File: src/rtl/rtc_hms_core.sv
// rtc_hms_core: single-clock HH:MM:SS time-of-day core in BCD.
// A prescaler turns the system clock into a one-cycle sec_tick enable.
// Time is kept internally in 24 h BCD; 12 h presentation is derived
// combinationally. It also provides a validated parallel load,
// per-field increments and a minute-resolution alarm with a hold counter.
module rtc_hms_core #(
    parameter int CLK_HZ    = 50000000,
    parameter int ALARM_SEC = 60
) (
    input  logic       clk,
    input  logic       rst,
    input  logic       load,
    input  logic [1:0] ld_hour_h,
    input  logic [3:0] ld_hour_l,
    input  logic [2:0] ld_min_h,
    input  logic [3:0] ld_min_l,
    input  logic [2:0] ld_sec_h,
    input  logic [3:0] ld_sec_l,
    input  logic       inc_min,
    input  logic       inc_hour,
    input  logic       mode_12h,
    input  logic       alarm_en,
    input  logic [1:0] alm_hour_h,
    input  logic [3:0] alm_hour_l,
    input  logic [2:0] alm_min_h,
    input  logic [3:0] alm_min_l,
    output logic [3:0] sec_l,
    output logic [2:0] sec_h,
    output logic [3:0] min_l,
    output logic [2:0] min_h,
    output logic [3:0] hour_l,
    output logic [1:0] hour_h,
    output logic       pm,
    output logic       sec_tick,
    output logic       sec_flash,
    output logic       alarm,
    output logic       load_err
);

    localparam int DIV_W = (CLK_HZ > 2) ? $clog2(CLK_HZ) : 1;
    localparam int ALM_W = (ALARM_SEC > 1) ? $clog2(ALARM_SEC + 1) : 1;
    localparam logic [DIV_W-1:0] DIV_MAX  = DIV_W'(CLK_HZ - 1);
    localparam logic [DIV_W-1:0] DIV_HALF = DIV_W'(CLK_HZ / 2);
    localparam logic [ALM_W-1:0] ALM_LOAD = ALM_W'(ALARM_SEC);

    // Seconds/minutes style BCD increment: {wrap, tens, units}.
    function automatic logic [7:0] bcd60_inc(input logic [2:0] h, input logic [3:0] l);
        if (l != 4'd9)      return {1'b0, h, l + 4'd1};
        else if (h != 3'd5) return {1'b0, h + 3'd1, 4'd0};
        else                return 8'h80;
    endfunction

    // 24 h BCD hour increment: {tens, units}, 23 wraps to 00.
    function automatic logic [5:0] hour_inc(input logic [1:0] h, input logic [3:0] l);
        if (h == 2'd2 && l == 4'd3) return 6'd0;
        else if (l == 4'd9)         return {h + 2'd1, 4'd0};
        else                        return {h, l + 4'd1};
    endfunction

    logic [DIV_W-1:0] div_q, div_n;
    logic [ALM_W-1:0] alm_cnt_q;
    logic [1:0] hr_h_q, hr_h_n;
    logic [3:0] hr_l_q, hr_l_n;
    logic [2:0] min_h_n, sec_h_n;
    logic [3:0] min_l_n, sec_l_n;
    logic [7:0] s_inc, m_inc;
    logic [5:0] h_inc;
    logic       ld_valid, any_inc, tick_adv, alarm_hit;
    logic [4:0] hour_bin, h12, h12_disp;

    assign sec_tick  = (div_q == DIV_MAX);
    assign sec_flash = (div_q < DIV_HALF);

    assign ld_valid = (ld_sec_l <= 4'd9) && (ld_sec_h <= 3'd5) &&
                      (ld_min_l <= 4'd9) && (ld_min_h <= 3'd5) &&
                      (ld_hour_l <= 4'd9) &&
                      ((ld_hour_h < 2'd2) || (ld_hour_h == 2'd2 && ld_hour_l <= 4'd3));

    // A tick only advances time when no load or increment claims the edge.
    assign any_inc  = inc_min | inc_hour;
    assign tick_adv = sec_tick & ~load & ~any_inc;

    assign s_inc = bcd60_inc(sec_h, sec_l);
    assign m_inc = bcd60_inc(min_h, min_l);
    assign h_inc = hour_inc(hr_h_q, hr_l_q);

    // Next-time selection: load > increments > tick carry chain.
    always_comb begin
        sec_h_n = sec_h;
        sec_l_n = sec_l;
        min_h_n = min_h;
        min_l_n = min_l;
        hr_h_n  = hr_h_q;
        hr_l_n  = hr_l_q;
        if (load) begin
            if (ld_valid) begin
                sec_h_n = ld_sec_h;
                sec_l_n = ld_sec_l;
                min_h_n = ld_min_h;
                min_l_n = ld_min_l;
                hr_h_n  = ld_hour_h;
                hr_l_n  = ld_hour_l;
            end
        end else if (any_inc) begin
            if (inc_min) begin
                min_h_n = m_inc[6:4];
                min_l_n = m_inc[3:0];
            end
            if (inc_hour) begin
                hr_h_n = h_inc[5:4];
                hr_l_n = h_inc[3:0];
            end
        end else if (sec_tick) begin
            sec_h_n = s_inc[6:4];
            sec_l_n = s_inc[3:0];
            if (s_inc[7]) begin
                min_h_n = m_inc[6:4];
                min_l_n = m_inc[3:0];
                if (m_inc[7]) begin
                    hr_h_n = h_inc[5:4];
                    hr_l_n = h_inc[3:0];
                end
            end
        end
    end

    // Prescaler restarts on a valid load so a full second follows it.
    always_comb begin
        div_n = div_q + DIV_W'(1);
        if (load && ld_valid)   div_n = '0;
        else if (sec_tick)      div_n = '0;
    end

    // Alarm fires only on a tick-driven advance into HH:MM:00.
    assign alarm_hit = tick_adv && alarm_en &&
                       (sec_h_n == 3'd0) && (sec_l_n == 4'd0) &&
                       (min_h_n == alm_min_h) && (min_l_n == alm_min_l) &&
                       (hr_h_n == alm_hour_h) && (hr_l_n == alm_hour_l);

    // Time, prescaler and load error registers.
    always_ff @(posedge clk) begin
        if (rst) begin
            div_q    <= '0;
            sec_h    <= '0;
            sec_l    <= '0;
            min_h    <= '0;
            min_l    <= '0;
            hr_h_q   <= '0;
            hr_l_q   <= '0;
            load_err <= 1'b0;
        end else begin
            div_q    <= div_n;
            sec_h    <= sec_h_n;
            sec_l    <= sec_l_n;
            min_h    <= min_h_n;
            min_l    <= min_l_n;
            hr_h_q   <= hr_h_n;
            hr_l_q   <= hr_l_n;
            load_err <= load & ~ld_valid;
        end
    end

    // Alarm hold counter: reload on hit, count down on each tick.
    always_ff @(posedge clk) begin
        if (rst || !alarm_en) begin
            alarm     <= 1'b0;
            alm_cnt_q <= '0;
        end else if (alarm_hit) begin
            alarm     <= 1'b1;
            alm_cnt_q <= ALM_LOAD;
        end else if (sec_tick && alm_cnt_q != '0) begin
            alm_cnt_q <= alm_cnt_q - ALM_W'(1);
            if (alm_cnt_q == ALM_W'(1)) alarm <= 1'b0;
        end
    end

    // 12/24 h presentation derived from the internal 24 h hour.
    always_comb begin
        hour_bin = ({3'b000, hr_h_q} * 5'd10) + {1'b0, hr_l_q};
        pm       = (hour_bin >= 5'd12);
        if (hour_bin == 5'd0)       h12 = 5'd12;
        else if (hour_bin > 5'd12)  h12 = hour_bin - 5'd12;
        else                        h12 = hour_bin;
        h12_disp = (h12 >= 5'd10) ? (h12 - 5'd10) : h12;
        if (mode_12h) begin
            hour_h = (h12 >= 5'd10) ? 2'd1 : 2'd0;
            hour_l = h12_disp[3:0];
        end else begin
            hour_h = hr_h_q;
            hour_l = hr_l_q;
        end
    end

endmodule

File: config.mk
export PLATFORM = sky130hd
export DESIGN_NAME = rtc_hms_core
export DESIGN_NICKNAME = d
export VERILOG_FILES = /design/src/rtl/rtc_hms_core.sv
export SDC_FILE = /design/constraint.sdc
export NUM_CORES = 1
export LEC_CHECK = 0
export BUFFER_PORTS_ARGS = -buffer_cell sky130_fd_sc_hd__buf_2
export CORE_AREA = 2 2 78 95
export DETAILED_ROUTE_END_ITERATION = 16
export DIE_AREA = 0 0 80 97
export PLACE_DENSITY = 0.84
export SLEW_MARGIN = 20
export SYNTH_ARGS = -nofsm -noshare
export SYNTH_HDL_FRONTEND = slang
export SYNTH_SLANG_ARGS = --single-unit
export TNS_END_PERCENT = 20
File: constraint.sdc
create_clock -name clk -period 10.4 [get_ports clk]
set_clock_uncertainty 0.05 [all_clocks]
set_input_delay 2.08 -clock clk [delete_from_list [all_inputs] [get_ports clk]]
set_output_delay 2.08 -clock clk [all_outputs]
set_load 0.02 [all_outputs]
==> metrics.txt, run 1 <==
Tot GR Track Use=0.292; pin count of the biggest net entering global routing=37; CP max-delay cell=dfxtp_1; clock root cell=clkbuf_8; Final Non-Filler Cells=666; synth warn=0; met1 Usage GRT=0.341; synthesized instance count=533; P per Cell Area=109 nW/um2; most numerous cell in the Yosys netlist=nor2_1; Compound-Gate Fraction of Synth Area=0.196; synthesized flop and latch total=54; antenna violations before repair=0; # rows=33; die area=7760 um2; Clock Tree Buf Depth=2; cts repair resizes=0; endpoint class of the critical path=primary output; footprint of the multi-input gates=2790 um2; Netlist Area Pre-Place=4100 um2; register area=1080 um2; Hold Fails Final Rpt=0; setup repair bufs after CTS=0; synthesis-to-layout area growth=9.71%; critical-path cell list=ha_1 > fa_1 > xor2_1 > inv_1 > ha_1 > a221oi_1 > a21o_1 > ha_1 > inv_1 > a31o_2 > a21boi_0 > mux2_2 > a21oi_1 > buf_2; CP max FO=7; CP Launch Type=flop; vias in the first global route=3975; Yosys top cell by area=dfxtp_1; FFs w/ async S/R, synth=0; via count=4238; post-synthesis sequential area ratio=0.264; Synth Area in XOR/XNOR=0.0791; Post-Synth Adder-Cell Area=0.0415; Period minus WS final=6200 ps; Post-CTS Hold Buffers=0; met2 Usage GRT=0.512; GRT busiest layer=met2; actual slew at the worst max-slew pin=971 ps; DIE WIDTH=80 um; Core Box Area=6770 um2; clock sink total=54; Max Clk Rate=161 MHz; global route total overflow=0; met3 Resource Use GR=0.0476; max-cap violations=0; number of I/O pins=65; ranking of synthesized cells by area=dfxtp_1, nor2_1, xor2_1; Detail Placement HPWL=8560 um; first-pass GRT wire length=18500 um; Setup CP Type=flop to primary output; CTS clock-pin slew for the worst setup and hold paths=110 ps; clk_lat worst skew=310 ps; Synth Net Count=586; fin crit share=0.596; CTS Buf Count=5; worst hold path class=flop to flop; final RePlAce weighted congestion=0.921; crit path DAT=4070 ps; Yosys cell types=72; Synth Flop Type=dfxtp_1; largest family of logic cells by synthesized area=simple AND/OR/NAND/NOR gates; Yosys top cell area share=0.264; Die Height=97 um; final setup fails=0; Starting DRT DRC Count=308; multiplexer share of the synthesized area=0.0305; Post-synth EDFFs=0; drt total wl=11100 um; Lkg Pwr=1.75 nW; initial core utilization=0.605; DRC viols=0; # diodes=0; wire per inst=16.7 um; max incr delay on CP=400 ps; Vias/cell=6.36; H-tree depth=2; VDD IR max=97.0 uV; Critical Path RT=8270 ps; RSZ-0062 raised after global routing=no; Slew Limit Fails=0; CTS tree=yes; Synth top cells by count=nor2_1, dfxtp_1, nand2_1; status=finished clean; number of cells after detailed placement=658; worst slew margin relative to its limit=0.347; share of synthesized cell area in and, or, nand and nor gates=0.334; filler instances=607; drt first pass iters=5; TNS Setup=0 ps; Syn Area/Cell=7.69 um2; I/O Buffers=64; Layout Nets=631; Most common cell on crit path=ha_1; Util after Layout=0.664; Routed Antenna Nets=0; fraction of layout cells with a size suffix above 1=0.164
-- metal layers --
| layer | routed length, um | part of all wire | up-vias |
|---|---|---|---|
| met1 | 4340 | 0.39 | 1959 |
| li1 | - | - | 2037 |
| met4 | 526 | 0.047 | 0 |
| met3 | 719 | 0.065 | 51 |
| met5 | 0 | 0 | - |
| met2 | 5530 | 0.50 | 191 |
-- placed cells by master, fill, tap and decap left out, types with 6 or more instances in the layout --
cell type | Yosys | layout
a211oi_1 | 7 | 7
a21o_1 | 6 | 6
a21oi_1 | 22 | 22
a31oi_1 | 7 | 7
and3_1 | 10 | 10
buf_2 | 4 | 64
clkbuf_8 | 0 | 7
dfxtp_1 | 54 | 54
ha_1 | 12 | 12
inv_1 | 21 | 21
mux2i_1 | 8 | 8
nand2_1 | 45 | 45
nand2b_1 | 7 | 7
nand3_1 | 35 | 35
nand4_1 | 16 | 16
nor2_1 | 63 | 63
nor2b_1 | 10 | 10
nor3_1 | 15 | 15
nor3b_1 | 6 | 6
nor4_1 | 9 | 9
o21ai_0 | 25 | 25
or3_1 | 7 | 7
xnor2_1 | 14 | 14
xor2_1 | 23 | 23
-- critical path: cells and delay by family (launching register included) --
family | cells | cell delay (ps)
AOI/OAI and AO/OA | 5 | 1220
adders and majority gates | 4 | 1070
DFF | 1 | 400
muxes | 1 | 400
buffers and inverters | 3 | 340
xor gates and xnor gates | 1 | 320
-- where the power goes --
part | leakage (nW) | internal [mW] | switching, mW
combinational | 1.26 | 0.0530 | 0.0819
sequential | 0.439 | 0.213 | 0.0115
clock | 0.0544 | 0.0612 | 0.0703
-- sequential cells by signal, indices dropped and copies added (netlist names) --
name	cells
hr_l_q	4
min_l	4
sec_l	4
alm_cnt_q	6
min_h	3
load_err	1
alarm	1
hr_h_q	2
div_q	26
sec_h	3
-- cell families after synthesis --
group                      after synthesis
AOI/OAI and AO/OA                      116
xor gates and xnor gates                37
adders and majority gates               13
buffers and inverters                   49
DFF                                     54
muxes                                   12
and+or+nand+nor                        252
-- worst paths after layout --
kind | start | to | slack (ps) | cells after the start
min | div_q[0] | div_q[0] | 410 | 1
max reg2reg | div_q[16] | alm_cnt_q[2] | 6550 | 9
max | hr_h_q[0] | hour_l[2] | 4200 | 14
min reg2reg | div_q[0] | div_q[0] | 410 | 1
-- layout make-up --
cell class / instances / area share
Multi-Input combinational cell: 430 / 0.621
Clock buffer: 7 / 0.0214
Tap cell: 87 / 0.0242
Sequential cell: 54 / 0.241
Inverter: 22 / 0.0184
Timing Repair Buffer: 65 / 0.0729
Clock inverter: 1 / 0.00195
-- metrics by stage --
stage                     worst slack (ps)  cell area [um2]  hold slack (ps)  total power, mW
after floorplan                       4940             4100              368            0.322
after global placement                4900             4390              377            0.356
after detailed placement              4640             4390              386            0.361
after CTS                             4280             4490              406            0.492
after global routing                  4030             4490              422            0.515
final                                 4200             4490              406            0.491
Note: power is estimated with default switching activity, not from simulation.
==> inputs of run 2 (changes only) <==
CORE_AREA = 2 2 80 98   (was 2 2 78 95)
DIE_AREA = 0 0 82 100   (was 0 0 80 97)
PLACE_DENSITY = 0.8   (was 0.84)
clock period = 6 ns   (was 10.4 ns; I/O delays follow)
==> metrics.txt, run 2 (synthesis gave the netlist of run 1 again) <==
Tot GR Track Use=0.274 (-0.0178); clock root cell=clkbuf_8; clock sink total=54 (unchanged); Post-CTS Hold Buffers=0 (unchanged); largest registers=div_q (26), alm_cnt_q (6); TNS Setup=0 ps (unchanged); DIE WIDTH=82 um (+2.5%); pin count of the biggest net entering global routing=37 (unchanged); global route total overflow=0 (unchanged); Hold Fails Final Rpt=0 (unchanged); Setup CP Type=flop to primary output; Layout Nets=632 (+0.16%); worst slew margin relative to its limit=0.328 (-0.0187); Max Clk Rate=192 MHz; Core Box Area=7360 um2 (+8.6%); actual slew at the worst max-slew pin=999 ps (+27.8 ps); drt first pass iters=5 (unchanged); fin crit share=0.867; Vias/cell=6.30 (-1.0%); RSZ-0062 raised after global routing=no; setup repair bufs after CTS=0 (unchanged); most frequent standard cell in the layout excluding fill and tap cells=buf_2; Top reg by flops=div_q; cts repair resizes=0 (unchanged); Detail Placement HPWL=8510 um (-0.55%); CTS Buf Count=5 (unchanged); hold path depth=1 (unchanged); # diodes=0 (unchanged); Power Total=0.842 mW (+71%); Critical Path RT=4750 ps (-3520 ps); Die Height=100 um (+3.1%); r2r setup slk=2200 ps (-4350 ps); VDD IR max=139 uV (+43%); max FFs per register=26 (unchanged); most frequent cells in the layout=buf_2, nor2_1, dfxtp_1; final setup fails=0 (unchanged); H-tree depth=2 (unchanged); P per Cell Area=187 nW/um2 (+71%); CP max FO=7 (unchanged); DRC viols=0 (unchanged); endpoint class of the critical path=primary output; I/O Buffers=64 (unchanged); Routed Antenna Nets=0 (unchanged); die area=8200 um2 (+5.7%); status=finished clean; # rows=35 (+6.1%); Slew Limit Fails=0 (unchanged); first-pass GRT wire length=17900 um (-3.0%); drt total wl=11100 um (-0.56%); Lkg Pwr=1.75 nW (about the same); clk_lat worst skew=310 ps (about the same); crit path DAT=3950 ps (-120 ps); final RePlAce weighted congestion=0.935 (+1.5%); worst hold path class=flop to flop; CTS tree=yes; fraction of layout cells with a size suffix above 1=0.164 (-0.000283); CP Launch Type=flop; synthesis-to-layout area growth=9.80% (about the same); number of I/O pins=65 (unchanged); CTS clock-pin slew for the worst setup and hold paths=100 ps (about the same); max-cap violations=0 (unchanged); Period minus WS final=5200 ps; vias in the first global route=3966 (-0.23%); antenna violations before repair=0 (unchanged); initial core utilization=0.557 (-0.0481); Reg2Reg Depth=9 (unchanged); via count=4233 (-0.12%); Starting DRT DRC Count=318 (+3.2%); Clock Tree Buf Depth=2 (unchanged); wire per inst=16.5 um (-1.4%)
-- run 2: cell types whose count changed in the layout (fill, tap and decap cells not counted), sizes merged --
cell / delta
buf: +1
clkinv: -1
inv: +1
-- run 2: path summary, 6_finish.rpt --
kind | to | start
max | hour_l[2] | hr_h_q[0]
min | div_q[0] | div_q[0]
max reg2reg | alm_cnt_q[2] | div_q[16]
min reg2reg | div_q[0] | div_q[0]
-- run 2: power by group --
group	internal, mW	leakage [nW]	total (mW)	switching [mW]
sequential	0.369	0.439	0.389	0.0196
combinational	0.0922	1.26	0.232	0.140
clock	0.0958	0.0489	0.220	0.124
total	0.557	1.75	0.842	0.284
-- run 2: metal layers --
layer	routed length (um)	vias up	GRT usage
met5	0	-	0
li1	-	2049	-
met4	466	0	0.124
met1	4290	1987	0.310
met2	5570	163	0.489
met3	727	34	0.0495
-- run 2: critical path, stage by stage, from the launching register on --
cell	delay, ps
dfxtp_1	380
ha_1	260
fa_1	380
xor2_1	280
inv_1	100
ha_1	220
a221oi_1	290
a21o_1	180
ha_1	200
inv_1	50
a31o_2	210
a21boi_0	380
mux2_2	380
a21oi_1	140
buf_2	180
-- run 2: cell type report --
| cell class | count | area [um2] |
|---|---|---|
| timing repair buffer | 66 | 335 |
| inverter | 22 | 82.6 |
| clock inverter | 1 | 8.76 |
| clock buffer | 7 | 86.3 |
| tap | 92 | 115 |
| fill | 697 | 2860 |
| sequential | 54 | 1080 |
| multi-input combinational | 430 | 2790 |
-- run 2: per-stage QoR --
step	instance area (um2)	hold WS [ps]	util	setup slack (ps)	std cells
floorplan	4100	368	-	1420	533
global placement	4400	376	0.598	1380	664
detailed placement	4400	395	0.598	1150	664
CTS	4500	408	0.611	797	672
global route	4500	425	0.611	567	672
finish	4500	401	0.611	800	672
==> inputs of run 3 (changes only) <==
==> constraint.sdc (replaced) <==
create_clock -name clk -period 6 [get_ports clk]
set_clock_uncertainty 0.05 [all_clocks]
set_input_delay 0.6 -clock clk [delete_from_list [all_inputs] [get_ports clk]]
set_output_delay 0.6 -clock clk [all_outputs]
set_load 0.02 [all_outputs]
==> metrics.txt, run 3 (synthesis gave the netlist of run 1 again) <==
status=finished clean; max FFs per register=26 (unchanged); CP Launch Type=flop; Clock Tree Buf Depth=2 (unchanged); CTS clock-pin slew for the worst setup and hold paths=100 ps (about the same); cts repair resizes=0 (unchanged); first-pass GRT wire length=18000 um (+0.61%); initial core utilization=0.557 (unchanged); Layout Cell Area excl Fill=4500 um2 (unchanged); r2r setup slk=2250 ps (+50 ps); worst slew margin relative to its limit=0.359 (+0.0307); # diodes=0 (unchanged); most frequent standard cell in the layout excluding fill and tap cells=buf_2; Die Height=100 um (unchanged); max incr delay on CP=400 ps (+20 ps); RSZ-0062 raised after global routing=no; Reg2Reg Depth=9 (unchanged); Util after Layout=0.611 (unchanged); drt first pass iters=7 (+2); final RePlAce weighted congestion=0.935 (about the same); CP max-delay cell=a21boi_0; Routed Antenna Nets=0 (unchanged); clk_lat worst skew=310 ps (about the same); reg-to-reg endpoint=alm_cnt_q[2]; Vias/cell=6.22 (-1.3%); clock root cell=clkbuf_8; DIE WIDTH=82 um (unchanged); synthesis-to-layout area growth=9.80% (unchanged); critical-path cell list=ha_1 > fa_1 > xor2_1 > inv_1 > ha_1 > a221oi_1 > a21o_1 > ha_1 > inv_1 > a31o_2 > a21boi_0 > mux2_2 > a21oi_1 > buf_2; via count=4180 (-1.3%); wire per inst=16.6 um (+0.75%); drt total wl=11100 um (+0.75%); CP max FO=7 (unchanged); worst hold path class=flop to flop; reg2reg start=div_q[16]; clock sink total=54 (unchanged); Hold Fails Final Rpt=0 (unchanged); hold_ws=404 ps (+3.12 ps); Starting DRT DRC Count=348 (+9.4%); # rows=35 (unchanged); Critical Path RT=5350 ps (+600 ps); fraction of layout cells with a size suffix above 1=0.164 (unchanged); Post-CTS Hold Buffers=0 (unchanged); Most common cell on crit path=ha_1; Worst setup endpoint=hour_l[2]; Slew Limit Fails=0 (unchanged); setup repair bufs after CTS=0 (unchanged); Detail Placement HPWL=8540 um (+0.41%); max-cap violations=0 (unchanged); hold path depth=1 (unchanged); largest registers=div_q (26), alm_cnt_q (6); DRC viols=0 (unchanged); CTS Buf Count=5 (unchanged); pre-CTS WS=1720 ps (+568 ps); H-tree depth=2 (unchanged); Core Box Area=7360 um2 (unchanged); actual slew at the worst max-slew pin=953 ps (-45.6 ps); Top reg by flops=div_q; CTS tree=yes; Tot GR Track Use=0.277 (+0.00240); TNS Setup=0 ps (unchanged); Layout Nets=632 (unchanged); die area=8200 um2 (unchanged); VDD IR max=152 uV (+9.9%); most frequent cells in the layout=buf_2, nor2_1, dfxtp_1; number of I/O pins=65 (unchanged); final setup fails=0 (unchanged); P per Cell Area=187 nW/um2 (-0.17%); antenna violations before repair=0 (unchanged); Max Clk Rate=215 MHz (+12%); I/O Buffers=64 (unchanged); fin crit share=0.776 (-0.0904); Setup CP Type=flop to primary output; endpoint class of the critical path=primary output; global route total overflow=0 (unchanged); pin count of the biggest net entering global routing=37 (unchanged); vias in the first global route=4013 (+1.2%); Period minus WS final=4660 ps (-542 ps); dpl cell area=4400 um2 (unchanged); crit path DAT=4010 ps (+60 ps); Lkg Pwr=1.75 nW (unchanged); Worst Setup SP=hr_h_q[0]; Final WS setup=1340 ps (+542 ps)
==> run 3: per-layer routing <==
metal / part of all wire / wire length, um / GRT usage
met4: 0.046 / 509 / 0.129
met5: 0 / 0 / 0
met3: 0.058 / 643 / 0.0540
met1: 0.40 / 4410 / 0.306
met2: 0.50 / 5580 / 0.497
==> run 3: stage by stage <==
stage               cells  total power [mW]
finish                672             0.840
CTS                   672             0.844
global route          672             0.886
floorplan             533             0.558
detailed placement    664             0.627
global placement      664             0.617
==> run 3: worst min path at each step <==
stage	slack (ps)	endpoint	startpoint
3_5_place_dp	390	div_q[0]	div_q[0]
6_report	400	div_q[0]	div_q[0]
4_1_cts	410	div_q[0]	div_q[0]
3_3_place_gp	380	div_q[0]	div_q[0]
2_1_floorplan	370	div_q[0]	div_q[0]
5_1_grt	420	div_q[0]	div_q[0]
==> run 3: final cells by class <==
| class | instances | area [um2] |
|---|---|---|
| Timing Repair Buffer | 66 | 335 |
| Tap cell | 92 | 115 |
| Inverter | 22 | 82.6 |
| Multi-Input combinational cell | 430 | 2790 |
| Clock inverter | 1 | 8.76 |
| Sequential cell | 54 | 1080 |
| Clock buffer | 7 | 86.3 |
| Fill cell | 679 | 2860 |
==> run 3: critical path: cells and delay by family (launching register included) <==
kind,cells,cell delay [ps]
AO/OA/AOI/OAI,5,1240
XOR/XNOR,1,300
adder cells (fa/ha/maj),4,1060
buffers and inverters,3,340
flip-flops,1,380
multiplexers,1,390
==> run 3: where the power goes <==
| group | internal, mW | leakage [nW] | switching [mW] | total [mW] |
|---|---|---|---|---|
| registers | 0.369 | 0.439 | 0.0197 | 0.389 |
| clock network | 0.0957 | 0.0489 | 0.123 | 0.218 |
| logic | 0.0921 | 1.26 | 0.141 | 0.233 |
| total | 0.557 | 1.75 | 0.283 | 0.840 |
